### config.mk
export PLATFORM = sky130hd
export DESIGN_NAME = posit_run_detect_pipe
export DESIGN_NICKNAME = d
export VERILOG_FILES = /design/src/rtl/posit_pkg.sv /design/src/rtl/posit_run_core.sv /design/src/rtl/posit_run_detect_pipe.sv
export SDC_FILE = /design/constraint.sdc
export NUM_CORES = 1
export LEC_CHECK = 0
export BUFFER_PORTS_ARGS = -buffer_cell sky130_fd_sc_hd__buf_4
export CAP_MARGIN = 20
export CORE_AREA = 2 2 85 87
export DETAILED_ROUTE_END_ITERATION = 12
export DIE_AREA = 0 0 87 89
export PLACE_DENSITY = 0.76
export SLEW_MARGIN = 40
export SYNTH_ARGS = -nofsm -noshare
export SYNTH_HDL_FRONTEND = slang
export SYNTH_HIERARCHICAL = 1
export SYNTH_SLANG_ARGS = --single-unit
### constraint.sdc
create_clock -name clk -period 1.9 [get_ports clk]
set_clock_uncertainty 0.05 [all_clocks]
set_input_delay 0.38 -clock clk [delete_from_list [all_inputs] [get_ports clk]]
set_output_delay 0.38 -clock clk [all_outputs]
set_load 0.01 [all_outputs]
### src/rtl/posit_pkg.sv
// Shared types and constant helpers for the posit leading-run detector.
package posit_pkg;

    typedef enum logic {LZC_MODE = 1'b0, RUN_MODE = 1'b1} run_mode_t;

    function automatic int clog2(input int value);
        int r;
        r = 32'sd0;
        while ((32'sd1 << r) < value) begin
            r = r + 32'sd1;
        end
        return r;
    endfunction

endpackage

### src/rtl/posit_run_core.sv
// Combinational leading-run counter: log-depth priority tree over a per-bit
// "still in the run" vector, padded at the bottom so the count saturates at W.
module posit_run_core
    import posit_pkg::*;
#(
    parameter int W  = 16,
    parameter int CW = clog2(W + 1)
) (
    input  logic [W-1:0]  data,
    input  run_mode_t     mode,
    output logic [CW-1:0] cnt,
    output logic          all
);

    localparam int L  = clog2(W);
    localparam int P  = 1 << L;
    localparam int LW = L + 1;

    logic [P-1:0]  run_s;
    logic [LW-1:0] node_cnt_s [P];
    logic          node_all_s [P];

    // Run vector: a set bit continues the leading run; padding bits never do.
    always_comb begin
        run_s = '0;
        if (mode == RUN_MODE) begin
            run_s[P-1 -: W] = ~(data ^ {W{data[W-1]}});
        end else begin
            run_s[P-1 -: W] = ~data;
        end
    end

    // Pairwise merge, halving node count per level; node i covers a
    // 2^lvl-bit slice, higher index = more significant.
    always_comb begin
        for (int i = 0; i < P; i++) begin
            node_cnt_s[i] = LW'(run_s[i]);
            node_all_s[i] = run_s[i];
        end
        for (int lvl = 1; lvl <= L; lvl++) begin
            for (int i = 0; i < (P >> lvl); i++) begin
                if (node_all_s[2*i+1]) begin
                    node_cnt_s[i] = LW'(32'd1 << (lvl - 1)) + node_cnt_s[2*i];
                end else begin
                    node_cnt_s[i] = node_cnt_s[2*i+1];
                end
                node_all_s[i] = node_all_s[2*i+1] & node_all_s[2*i];
            end
        end
    end

    assign cnt = CW'(node_cnt_s[0]);
    assign all = (cnt == CW'(W));

endmodule

### src/rtl/posit_run_detect_pipe.sv
// Pipelined leading-run detector / normaliser with valid/ready back-pressure.
// Optional input register, core count stage, then shift stage driving the outputs.
module posit_run_detect_pipe
    import posit_pkg::*;
#(
    parameter int W       = 16,
    parameter int TAGW    = 4,
    parameter int PIPE_IN = 0,
    parameter int CW      = clog2(W + 1)
) (
    input  logic            clk,
    input  logic            rst_n,
    input  logic            in_valid,
    output logic            in_ready,
    input  logic [W-1:0]    in_data,
    input  logic            in_mode,
    input  logic [TAGW-1:0] in_tag,
    output logic            out_valid,
    input  logic            out_ready,
    output logic [CW-1:0]   out_cnt,
    output logic [W-1:0]    out_norm,
    output logic            out_all,
    output logic [TAGW-1:0] out_tag
);

    logic            core_valid_s;
    logic [W-1:0]    core_data_s;
    run_mode_t       core_mode_s;
    logic [TAGW-1:0] core_tag_s;
    logic [CW-1:0]   core_cnt_s;
    logic            core_all_s;

    logic            s1_valid_r;
    logic [CW-1:0]   s1_cnt_r;
    logic            s1_all_r;
    logic [W-1:0]    s1_data_r;
    logic [TAGW-1:0] s1_tag_r;

    logic            s1_load_s;
    logic            s2_load_s;
    logic [W-1:0]    shift_s;

    assign s2_load_s = ~out_valid | out_ready;
    assign s1_load_s = ~s1_valid_r | s2_load_s;

    generate
        if (PIPE_IN != 0) begin : g_pipe_in
            logic            s0_valid_r;
            logic [W-1:0]    s0_data_r;
            run_mode_t       s0_mode_r;
            logic [TAGW-1:0] s0_tag_r;
            logic            s0_load_s;

            assign s0_load_s = ~s0_valid_r | s1_load_s;
            assign in_ready  = s0_load_s;

            // Input register stage; payload only captured with a real operand.
            always_ff @(posedge clk or negedge rst_n) begin
                if (!rst_n) begin
                    s0_valid_r <= 1'b0;
                    s0_data_r  <= '0;
                    s0_mode_r  <= LZC_MODE;
                    s0_tag_r   <= '0;
                end else if (s0_load_s) begin
                    s0_valid_r <= in_valid;
                    if (in_valid) begin
                        s0_data_r <= in_data;
                        s0_mode_r <= run_mode_t'(in_mode);
                        s0_tag_r  <= in_tag;
                    end
                end
            end

            assign core_valid_s = s0_valid_r;
            assign core_data_s  = s0_data_r;
            assign core_mode_s  = s0_mode_r;
            assign core_tag_s   = s0_tag_r;
        end else begin : g_no_pipe_in
            assign in_ready     = s1_load_s;
            assign core_valid_s = in_valid;
            assign core_data_s  = in_data;
            assign core_mode_s  = run_mode_t'(in_mode);
            assign core_tag_s   = in_tag;
        end
    endgenerate

    posit_run_core #(
        .W  (W),
        .CW (CW)
    ) u_core (
        .data (core_data_s),
        .mode (core_mode_s),
        .cnt  (core_cnt_s),
        .all  (core_all_s)
    );

    // Count stage: capture count, all-flag and operand for the shifter.
    always_ff @(posedge clk or negedge rst_n) begin
        if (!rst_n) begin
            s1_valid_r <= 1'b0;
            s1_cnt_r   <= '0;
            s1_all_r   <= 1'b0;
            s1_data_r  <= '0;
            s1_tag_r   <= '0;
        end else if (s1_load_s) begin
            s1_valid_r <= core_valid_s;
            if (core_valid_s) begin
                s1_cnt_r  <= core_cnt_s;
                s1_all_r  <= core_all_s;
                s1_data_r <= core_data_s;
                s1_tag_r  <= core_tag_s;
            end
        end
    end

    // Log barrel shifter; any stage shifting by >= W clears the word, so cnt==W gives 0.
    always_comb begin
        shift_s = s1_data_r;
        for (int b = 0; b < CW; b++) begin
            if (s1_cnt_r[b]) begin
                shift_s = shift_s << (32'd1 << b);
            end else begin
                shift_s = shift_s;
            end
        end
    end

    // Output stage; holds everything while the consumer stalls.
    always_ff @(posedge clk or negedge rst_n) begin
        if (!rst_n) begin
            out_valid <= 1'b0;
            out_cnt   <= '0;
            out_norm  <= '0;
            out_all   <= 1'b0;
            out_tag   <= '0;
        end else if (s2_load_s) begin
            out_valid <= s1_valid_r;
            if (s1_valid_r) begin
                out_cnt  <= s1_cnt_r;
                out_norm <= shift_s;
                out_all  <= s1_all_r;
                out_tag  <= s1_tag_r;
            end
        end
    end

endmodule

==> results of run 1 <==
-- cells in the final DEF (no fill, tap or decap), types with 8 or more instances in the layout --
master	netlist	routed
a21oi_1	10	10
buf_4	1	66
dfrtp_1	54	53
mux2_2	42	42
mux2i_1	18	18
mux4_2	8	8
nand2_1	23	23
nand2b_1	9	9
nor2_1	15	15
o21ai_0	11	11
-- state kept, by name (all words and copies together) (netlist names) --
register and flops:
out_norm 16, s1_tag_r 4, out_cnt 5, out_valid 1
s1_cnt_r 5, s1_valid_r 1, s1_data_r 16, out_all 1
out_tag 4, s1_all_r 1
-- how the worst max path moves through the flow --
stage                      from            to  depth (start not counted)  slack (ns)
floorplan               in_mode   s1_cnt_r[3]                          6        0.24
global placement    in_data[15]   s1_cnt_r[1]                          6        0.10
detailed placement  in_data[15]   s1_cnt_r[4]                          6        0.07
CTS                 s1_cnt_r[2]  out_norm[14]                          4        0.05
global route        s1_cnt_r[1]  out_norm[15]                          4       0.003
finish              s1_cnt_r[1]   out_norm[8]                          4        0.11
-- area by class of cell --
cell class | count | area, µm² | area share
clock buffer | 6 | 82.58 | 0.02160
clock inverter | 2 | 12.51 | 0.003272
sequential | 54 | 1353 | 0.3537
tap | 80 | 100.1 | 0.02618
timing repair buffer | 71 | 585.6 | 0.1531
inverter | 6 | 22.52 | 0.005890
multi-input combinational | 202 | 1668 | 0.4362
-- worst register-to-register path, stage by stage (launching register included) --
cell and delay, ns:
dfrtp_1 0.50, mux4_1 0.61, mux2_2 0.28, mux2i_1 0.15
o31ai_1 0.08
-- routing by layer --
metal	up-vias	wire length (µm)	track usage
li1	1173	-	-
met1	1220	3339	0.2601
met4	0	131	0.06108
met3	12	287	0.02493
met2	78	3361	0.3137
met5	-	0	0
-- what timing repair did --
item | CTS | global route
resized for setup | 0 | 1
hold endpoints to repair | 21 | 0
hold buffers | 1 | 0
endpoints found under the setup margin | 0 | 4
-- metrics by stage --
stage          setup slack [ns]  std cells
3_3_place_gp             0.1001        412
5_1_grt                0.003463        421
2_1_floorplan            0.2358        278
3_5_place_dp            0.07160        412
6_report                 0.1092        421
4_1_cts                 0.04590        421
-- logic make-up after synthesis --
family,Yosys count,share of synthesized area
AND/OR/NAND/NOR,81,0.1344
buffers and inverters,22,0.04322
AO/OA/AOI/OAI,51,0.1134
flip-flops,54,0.4282
multiplexers,70,0.2807
-- power groups by stage --
stage,registers (µW),clock network [µW],logic (µW)
2_1_floorplan,1590,0,707
3_3_place_gp,1570,0,1220
3_5_place_dp,1580,0,1250
4_1_cts,1550,685,1250
5_1_grt,1590,729,1350
6_report,1550,669,1250
==> results.md, run 1 <==
- Register clock-pin slew on the reported worst setup and hold paths: roughly 0.1 ns
- Slowest CP cell: mux4_1
- Netlist Area Pre-Place: between 0.003 and 0.004 mm²
- Final min period: around 1.8 ns
- Hold path start: in_valid
- Power Density: just over 900 mW/mm²
- Global route overflow: 0
- Final Setup Violations: 0
- Internal: 2352 µW
- Logic pwr share: 0.360
- Die area: between 0.007 and 0.008 mm²
- Clock root cell: clkbuf_8
- GRT Resource Usage Total: 0.1895
- Share of power burned in registers: 0.448
- Post-synth EDFFs: 0
- Peak Freq: 558.4 MHz
- Status: completed
- Placed Area: between 0.003 and 0.004 mm²
- Avg WL per Cell: ~17 µm
- Critical path required time: 2.04 ns
- Initial DRC count: 174
- Post-DP HPWL: 5.345 mm
- Clock Latency Late Sink: 0.31 ns
- Count leader, synth: dfrtp_1
- First-pass GRT wire length: roughly 12 mm
- Post-route core utilization: 0.5691
- H-tree depth: 2
- Prevailing post-synth register cell: dfrtp_1
- TritonRoute pass-1 iters: 4
- VDD IR max: 351.9 µV
- Max Cap Viol: 0
- Buffers added on ports: 52
- Top post-synthesis cells by area: dfrtp_1 (43%), mux2_2 (15%), mux2i_1 (5.7%), mux4_2 (5.7%), nand2_1 (2.7%)
- Die height: just under 90 µm
- CTS Buf Count: 5
- Core region area: 0.006719 mm²
- Ports: 53
- RSZ-0062 raised after global routing: no
- Starting Density: 0.4696
- Vias in the first global route: ~2.4k
- Synth cell types: 50
- Avg Inst Size Synth: 11.35 µm²
- Sw frac: 0.3218
- Buffers & Inverters on Critical Path: 0
- Max-Slew Margin vs Limit: 0.6780
- Top cell type's share of synthesized area: 0.4282
- Final instance area: between 0.003 and 0.004 mm²
- Die X: 87 µm
- Worst slew pin tran: 0.4762 ns
- Row count: 30
- Number of diodes: 0
- Fin. Hold Viols: 0
- Top post-synthesis cells by count: dfrtp_1 (54), mux2_2 (42), nand2_1 (23)
- Number of synthesized register bits: between 50 and 60
- CP Launch Type: flip-flop
- Crit-path max cell delay: roughly 0.61 ns
- Hold Path Class: in -> reg
- Hold Path Depth: 2
- WL final: around 7.1 mm
- Worst Hold Slack: roughly 0.22 ns
- FF-to-FF path depth: 4
- Psw: between 1000 and 1500 µW
- Crit Path Class: reg -> reg
- Worst R2R Setup Slack: 0.11 ns
- Net count, final: roughly 370
- Fill count: about 580
- Clock Sink Count: 54
- Setup TNS Final: 0 ns
- Initial antenna violation count: 0
- Endpoint type of the worst setup path: flip-flop
- CP arrival: 1.93 ns
- Worst hold path endpoint: s1_valid_r
- Total design power: ~3500 µW
- Cell count after synthesis: approximately 280
- Post-DRT Antenna Nets: 0
- Crit-path leading delay family: multiplexers
- Largest net degree at the start of global routing: 34
- Clock power share: 0.193
- Sequential element share of the synthesized area: 0.4282
- Vias/cell: around 6
- Worst path cell trace: mux4_1, mux2_2, mux2i_1, o31ai_1
- Max-slew violations: 0
- Share of cells above drive strength 1: 0.3988
- Fin crit share: 0.9425
- Leakage power: around 0.0017 µW
- Synth area leader: dfrtp_1
- CTS tree: built
- Yosys warnings: 6
- Number of remaining DRC errors: 0
- Synthesized Nets: roughly 300
- R2R Path End: out_norm[8]
- Placer Congestion: ~0.84
- Crit path max fanout: 5
- Setup bufs post-CTS: 0
- Post-synth ARST share: 1.000
- Vias: approximately 2.5k
- Max Root-Sink Buffers: 2
- Reg-to-reg startpoint: s1_cnt_r[1]
- Area Growth Syn to Fin: 21.17%
No activity file was read; power rests on OpenSTA's default activity.
==> run 2: changes to the inputs <==
--- a/config.mk
+++ b/config.mk
@@ -10,6 +10,7 @@
 export CORE_AREA = 2 2 85 87
 export DETAILED_ROUTE_END_ITERATION = 12
 export DIE_AREA = 0 0 87 89
+export MAX_ROUTING_LAYER = met4
 export PLACE_DENSITY = 0.76
 export SLEW_MARGIN = 40
 export SYNTH_ARGS = -nofsm -noshare
==> results.md, run 2 (synthesized netlist as in run 1, its figures left out) <==
- Share of cells above drive strength 1: 0.3988
- Register clock-pin slew on the reported worst setup and hold paths: 0.10 ns
- Avg WL per Cell: between 15 and 20 µm
- Fin. Hold Viols: 0
- Critical path required time: approximately 2.1 ns
- Top flop regs: out_norm (16), s1_data_r (16)
- First-pass GRT wire length: approximately 12 mm
- Placed Area: 0.003717 mm²
- Status: completed
- VDD IR max: 351.3 µV
- Crit path max fanout: 5
- Buffers added on ports: 52
- Die area: about 0.0077 mm²
- Die height: about 89 µm
- Setup bufs post-CTS: 0
- Net count, final: roughly 370
- Total design power: about 3500 µW
- Clock Latency Late Sink: just over 0.3 ns
- Power Density: a little over 900 mW/mm²
- Clock Sink Count: 54
- Vias in the first global route: approximately 2.4k
- Die X: just under 90 µm
- Global route overflow: 0
- Vias: roughly 2.5k
- Hold Path Class: in -> reg
- Max Root-Sink Buffers: 2
- Post-route core utilization: 0.5691
- CTS Buf Count: 5
- Number of diodes: 0
- Largest net degree at the start of global routing: 34
- Clock root cell: clkbuf_8
- Final min period: roughly 1.8 ns
- Endpoint type of the worst setup path: flip-flop
- CP arrival: just under 2 ns
- Most common cell after layout, fill and taps aside: buf_4
- Max Cap Viol: 0
- Final Setup Violations: 0
- Crit Path Class: reg -> reg
- Initial DRC count: 170
- Fill count: about 580
- Core region area: 0.006719 mm²
- Setup TNS Final: 0 ns
- Area Growth Syn to Fin: 21.17%
- H-tree depth: 2
- Post-DP HPWL: between 5 and 6 mm
- GRT Resource Usage Total: 0.1952
- RSZ-0062 raised after global routing: no
- TritonRoute pass-1 iters: 4
- CP Launch Type: flip-flop
- Max-Slew Margin vs Limit: 0.6778
- Post-DRT Antenna Nets: 0
- Ports: 53
- Leakage power: roughly 0.0017 µW
- Commonest cells after routing, fill and taps aside: buf_4 (66), dfrtp_1 (53), mux2_2 (42)
- Worst slew pin tran: roughly 0.48 ns
- Final instance area: between 0.003 and 0.004 mm²
- Initial antenna violation count: 0
- Peak Freq: 559.3 MHz
- Number of remaining DRC errors: 0
- Vias/cell: ~6.0
- CTS tree: built
- WL final: 7.166 mm
- Max-slew violations: 0
- Fin crit share: 0.9410
- Placer Congestion: around 0.86
- Row count: 30
- Starting Density: 0.4696
[run 2: metal layers]
metal  wire length [µm]  share of wire  GRT usage
met3                303          0.042    0.02493
met5                  0              0          -
met1               3366           0.47     0.2589
met2               3370           0.47     0.3144
met4                125          0.017    0.06108
[run 2: power breakdown]
group	total, µW	leakage (µW)	internal [µW]	switching [µW]
combinational	1250	0.000972	691	557
clock	673	0.0000472	294	379
sequential	1550	0.000656	1370	186
total	3470	0.00168	2350	1120
[run 2: through the flow]
stage / hold slack, ns / std cells / setup slack [ns]
finish: 0.2143 / 421 / 0.1121
global route: 0.2165 / 421 / 0.003464
CTS: 0.2160 / 421 / 0.04590
detailed placement: 0.2391 / 412 / 0.07160
global placement: 0.2372 / 412 / 0.1001
floorplan: 0.03441 / 278 / 0.2358
[run 2: timing repair]
action | CTS | global route
hold buffers | 1 | 0
hold endpoints to repair | 21 | 0
resized for setup | 0 | 1
endpoints found under the setup margin | 0 | 4
[run 2: final cells by class]
class	count	area, µm²	share of cell area
multi-input combinational	202	1668	0.4362
clock inverter	2	12.51	0.003272
sequential	54	1353	0.3537
clock buffer	6	82.58	0.02160
inverter	6	22.52	0.005890
timing repair buffer	71	585.6	0.1531
tap	80	100.1	0.02618
[run 2: path summary, 6_finish.rpt]
path,start,end,depth (start not counted),slack (ns)
max,s1_cnt_r[1],out_norm[15],4,0.11
min,in_valid,s1_valid_r,2,0.21
max reg2reg,s1_cnt_r[1],out_norm[15],4,0.11
min reg2reg,out_norm[0],out_norm[0],2,0.44
max in group asynchronous,rst_n,s1_cnt_r[2],3,0.89
min in group asynchronous,rst_n,out_norm[5],2,0.44
[run 2: worst max-delay path, cell delays in order, from the launching register on]
cell     delay, ns
dfrtp_1       0.50
mux4_1        0.61
mux2i_1       0.19
nor3_1        0.07
a211o_1       0.27
